==> config.mk <==
export PLATFORM = sky130hd
export DESIGN_NAME = bcd_universal_counter
export DESIGN_NICKNAME = d
export VERILOG_FILES = /design/src/rtl/bcd_universal_counter.sv
export SDC_FILE = /design/constraint.sdc
export NUM_CORES = 1
export LEC_CHECK = 0
export ABC_AREA = 1
export ABC_CLOCK_PERIOD_IN_PS = 1600
export BUFFER_PORTS_ARGS = -buffer_cell sky130_fd_sc_hd__buf_4
export CORE_MARGIN = 4
export CORE_UTILIZATION = 28
export DETAILED_ROUTE_END_ITERATION = 6
export GPL_ROUTABILITY_DRIVEN = 1
export HOLD_SLACK_MARGIN = 0.02
export PLACE_DENSITY_LB_ADDON = 0.08
export SLEW_MARGIN = 40
export SYNTH_ARGS = -nofsm -noshare
export SYNTH_HDL_FRONTEND = slang
export SYNTH_SLANG_ARGS = --single-unit
==> constraint.sdc <==
create_clock -name clk -period 1.6 [get_ports clk]
set_input_delay 0.16 -clock clk [delete_from_list [all_inputs] [get_ports clk]]
set_output_delay 0.16 -clock clk [all_outputs]
set_load 0.02 [all_outputs]
==> src/rtl/bcd_universal_counter.sv <==
// bcd_universal_counter: multi-digit BCD up/down counter with synchronous clear,
// validated parallel load, wrap-or-saturate limit handling and limit flags.
//
// Parameters
//   DIGITS   number of BCD digits (legal range 1..8)
//   WRAP     1 = wrap at the limits, 0 = saturate at the limits
// Ports
//   clk       rising-edge clock
//   reset     asynchronous active-low reset
//   syn_clr   synchronous clear (highest priority)
//   load      synchronous load of d (ignored if any digit of d is > 9)
//   en        count enable, one step per enabled cycle
//   up        direction: 1 = increment, 0 = decrement
//   d         BCD load value, digit 0 in bits [3:0]
//   q         registered BCD count
//   max_tick  combinational: every digit of q is 9
//   min_tick  combinational: q is zero
//   ovf       registered one-cycle pulse on an increment/decrement at a limit
//   load_err  registered one-cycle pulse on a rejected load
module bcd_universal_counter #(
  parameter int unsigned DIGITS = 4,
  parameter bit          WRAP   = 1'b1
) (
  input  logic                clk,
  input  logic                reset,
  input  logic                syn_clr,
  input  logic                load,
  input  logic                en,
  input  logic                up,
  input  logic [4*DIGITS-1:0] d,
  output logic [4*DIGITS-1:0] q,
  output logic                max_tick,
  output logic                min_tick,
  output logic                ovf,
  output logic                load_err
);

  localparam int unsigned W = 4 * DIGITS;
  localparam logic [W-1:0] ALL_NINES = {DIGITS{4'h9}};

  logic [W-1:0] q_q, q_d;
  logic         ovf_q, ovf_d;
  logic         load_err_q, load_err_d;

  logic [W-1:0] inc_val, dec_val;
  logic         inc_carry, dec_borrow, d_ok;

  // Ripple decimal increment/decrement across all digits in one cycle.
  // A carry/borrow leaving the top digit marks a limit crossing; in that case
  // inc_val/dec_val already hold the wrapped value (0 or all 9s).
  always_comb begin
    inc_val    = q_q;
    dec_val    = q_q;
    inc_carry  = 1'b1;
    dec_borrow = 1'b1;
    d_ok       = 1'b1;
    for (int unsigned i = 0; i < DIGITS; i++) begin
      if (inc_carry) begin
        if (q_q[4*i +: 4] == 4'd9) begin
          inc_val[4*i +: 4] = 4'd0;
        end else begin
          inc_val[4*i +: 4] = q_q[4*i +: 4] + 4'd1;
          inc_carry         = 1'b0;
        end
      end
      if (dec_borrow) begin
        if (q_q[4*i +: 4] == 4'd0) begin
          dec_val[4*i +: 4] = 4'd9;
        end else begin
          dec_val[4*i +: 4] = q_q[4*i +: 4] - 4'd1;
          dec_borrow        = 1'b0;
        end
      end
      if (d[4*i +: 4] > 4'd9) begin
        d_ok = 1'b0;
      end
    end
  end

  // Next-state selection: clear > load > count > hold.
  always_comb begin
    q_d        = q_q;
    ovf_d      = 1'b0;
    load_err_d = 1'b0;
    if (syn_clr) begin
      q_d = '0;
    end else if (load) begin
      if (d_ok) begin
        q_d = d;
      end else begin
        load_err_d = 1'b1;
      end
    end else if (en) begin
      if (up) begin
        ovf_d = inc_carry;
        if (!(inc_carry && !WRAP)) begin
          q_d = inc_val;
        end
      end else begin
        ovf_d = dec_borrow;
        if (!(dec_borrow && !WRAP)) begin
          q_d = dec_val;
        end
      end
    end
  end

  // State and flag registers.
  always_ff @(posedge clk or negedge reset) begin
    if (!reset) begin
      q_q        <= '0;
      ovf_q      <= 1'b0;
      load_err_q <= 1'b0;
    end else begin
      q_q        <= q_d;
      ovf_q      <= ovf_d;
      load_err_q <= load_err_d;
    end
  end

  assign q        = q_q;
  assign ovf      = ovf_q;
  assign load_err = load_err_q;
  assign max_tick = (q_q == ALL_NINES);
  assign min_tick = (q_q == '0);

endmodule

==> run metrics <==
outcome=complete, no violations; Final Net Count=380; H-Tree Depth=1; Max Transition Viols Final=0; Power Dens Cells=846.9 nW/µm²; Mean Syn Cell Area=5.704 µm²; CTS Buf Count=3; Cells after Synth=288; Die Span X=84.60 µm; final hold violation count=0; Post-Synth Simple-Gate Area=57.04%; Fillers=647; All-Layer GR Usage=15.74%; FF-to-FF setup slack=0.11 ns; largest family of logic cells by synthesized area=simple AND/OR/NAND/NOR gates; Setup crit end kind=output pin; GR Util met3=2.748%; syn_nets=310; fraction of layout cells with a size suffix above 1=33.61%; GR peak layer=met2; dpl hpwl=4.033 mm; Slowest-stage cell, CP=dfrtp_2; critical path type=flip-flop to output pin; synth unique cells=21; Initial Utilization=29.29%; clk sinks=18; dpl cells=408; CP Launch Point=q[6]; xor/xnor share of the synthesized area=0%; Avg WL per Cell=12.83 µm; Seq/Total Area, Yosys=27.42%; FF-to-FF End=q[14]; P&R area growth vs syn=46.53%; CTS Buffer Depth=2; Slew Limit Headroom=79.89%; critical-path cell list=nor2_4 > nand4_1 > nor3_4 > buf_6; Synth Register Bits=18; maximum clock frequency=635.6 MHz; PortBufs=41; M1 GR Usage=22.21%; CP Depth=4; crit path max fanout=4; Post-Route WL=5.505 mm; die height=84.60 µm; critical path data required time=1.44 ns; Die Area=7156 µm²; pin count of the biggest net entering global routing=20; worst-margin pin slew=0.3005 ns; R2R depth=9; Ys Warns=0; Finish-stage setup viols=0; Clock Skews=0.001405 ns; Bufs and invs on worst path=1; GRT Residual Overflow=0; Post-DP Area=2111 µm²; leakage power=1.304 nW; Compound-Gate Fraction of Synth Area=6.474%; most frequent cells in the layout=nand2_1, buf_4, nor2_1, nand3_1, inv_1; most common cell after layout, fill and taps aside=nand2_1; end point of the critical path=min_tick; Pre-antenna DRT Iters=4; initial antenna violation count=0; RSZ-0062 raised after global routing=yes; antenna-violating nets left=0; via/cell ratio=4.697; I/O pin total=42; Period minus WS final=1.573 ns; worst hold path class=input port to flip-flop; DR iter-0 viols=153; Via Count=2015; Peak supply drop=286.7 µV; RR Startpoint=q[5]; mapped cell area=1643 µm²; antenna diode count=0; clk_lat worst skew=0.26 ns; first-pass GRT wire length=9.266 mm; WP data arrival=1.41 ns; final instance area=2407 µm²; WHS=0.2016 ns; type of origin of the critical path=flip-flop; Worst path max stage delay=0.45 ns; adder-cell share of the synthesized area=0%; M2 GR Usage=25.27%; post-synthesis mux area share=0%; Final period util=98.34%; Max Cap Viol=0; vias in the first global route=1974; CTS tree=built; Site Rows=27; clk slew on worst S/H paths=0.08 ns; routability cong.=0.7937; fin cells=429; delay-heaviest family, CP=simple AND/OR/NAND/NOR gates; core box area=5608 µm²; clock tree root driver cell=clkbuf_8; DRC=0
[where the power goes]
group          total, mW  switching [mW]  internal, mW
combinational       1.03           0.596         0.434
clock              0.397           0.178         0.219
sequential         0.611          0.0868         0.525
[per-stage QoR]
stage | setup TNS (ns) | setup WS [ns] | power, mW | utilization, %
finish | 0 | 0.02659 | 2.039 | 42.93
global route | -0.1245 | -0.08165 | 2.215 | 42.93
CTS | -0.007553 | -0.007553 | 1.978 | 40.85
detailed placement | 0 | 0.09419 | 1.478 | 37.64
global placement | 0 | 0.1213 | 1.483 | 37.64
floorplan | 0 | 0.09002 | 1.133 | -
[sequential cells by signal, indices dropped and copies added, names as in the netlist]
name / count
q: 16
load_err: 1
ovf: 1
[layer usage]
| layer | wire length (µm) | vias up |
|---|---|---|
| li1 | - | 1050 |
| met2 | 2601 | 35 |
| met4 | 44 | 0 |
| met3 | 170 | 4 |
| met1 | 2688 | 926 |
| met5 | 0 | - |
[synthesized netlist by cell type]
cell type	count	share of area (%)
a21oi_1	4	1.2
a21oi_2	1	0.53
a22oi_1	2	0.91
buf_2	2	0.61
buf_6	1	0.69
clkbuf_1	1	0.23
dfrtp_1	18	27
inv_1	29	6.6
inv_2	4	0.91
nand2_1	113	26
nand2_2	4	1.5
nand3_1	38	12
nand3_2	2	1.2
nand3b_1	1	0.46
nand4_1	3	1.1
nor2_1	43	9.8
nor2_2	4	1.5
nor2_4	4	2.7
nor3_2	2	1.2
o211ai_1	1	0.46
o21ai_0	11	3.4
[final cells by class]
cell class / count / area, µm² / share of cell area (%)
multi-input cells: 233 / 1132 / 47.04
repair buffers: 69 / 544.3 / 22.61
flip-flops and latches: 18 / 461.7 / 19.18
inverters: 33 / 123.9 / 5.146
well taps: 72 / 90.09 / 3.742
clock buffers: 4 / 55.05 / 2.287
[how the worst min path moves through the flow]
stage / startpoint / to / slack, ns / depth (start not counted)
detailed placement: reset / q[4] / 0.06 / 1
global placement: reset / q[4] / 0.06 / 1
finish: en / ovf / 0.20 / 3
CTS: en / ovf / 0.20 / 3
global route: en / ovf / 0.20 / 3
floorplan: reset / load_err / -0.14 / 0
[cells by family (layout without fill, tap and decap cells)]
family	after synthesis	count (layout)
and+or+nand+nor	214	214
AOI/OAI and AO/OA	19	19
DFF	18	18
buffers and inverters	37	106
[timing repair]
item,in CTS,in global routing
hold buffers,1,0
buffers inserted,11,5
cloned,0,0
setup endpoints to repair,2,13
hold endpoints to repair,18,0
gates resized for setup,13,23
pin swaps,4,7
[tightest hold or removal path, stage by stage]
cell     delay [ns]
buf_4          0.12
nand2_1        0.09
nor3_2         0.05
(Power assumes the default switching activity.)
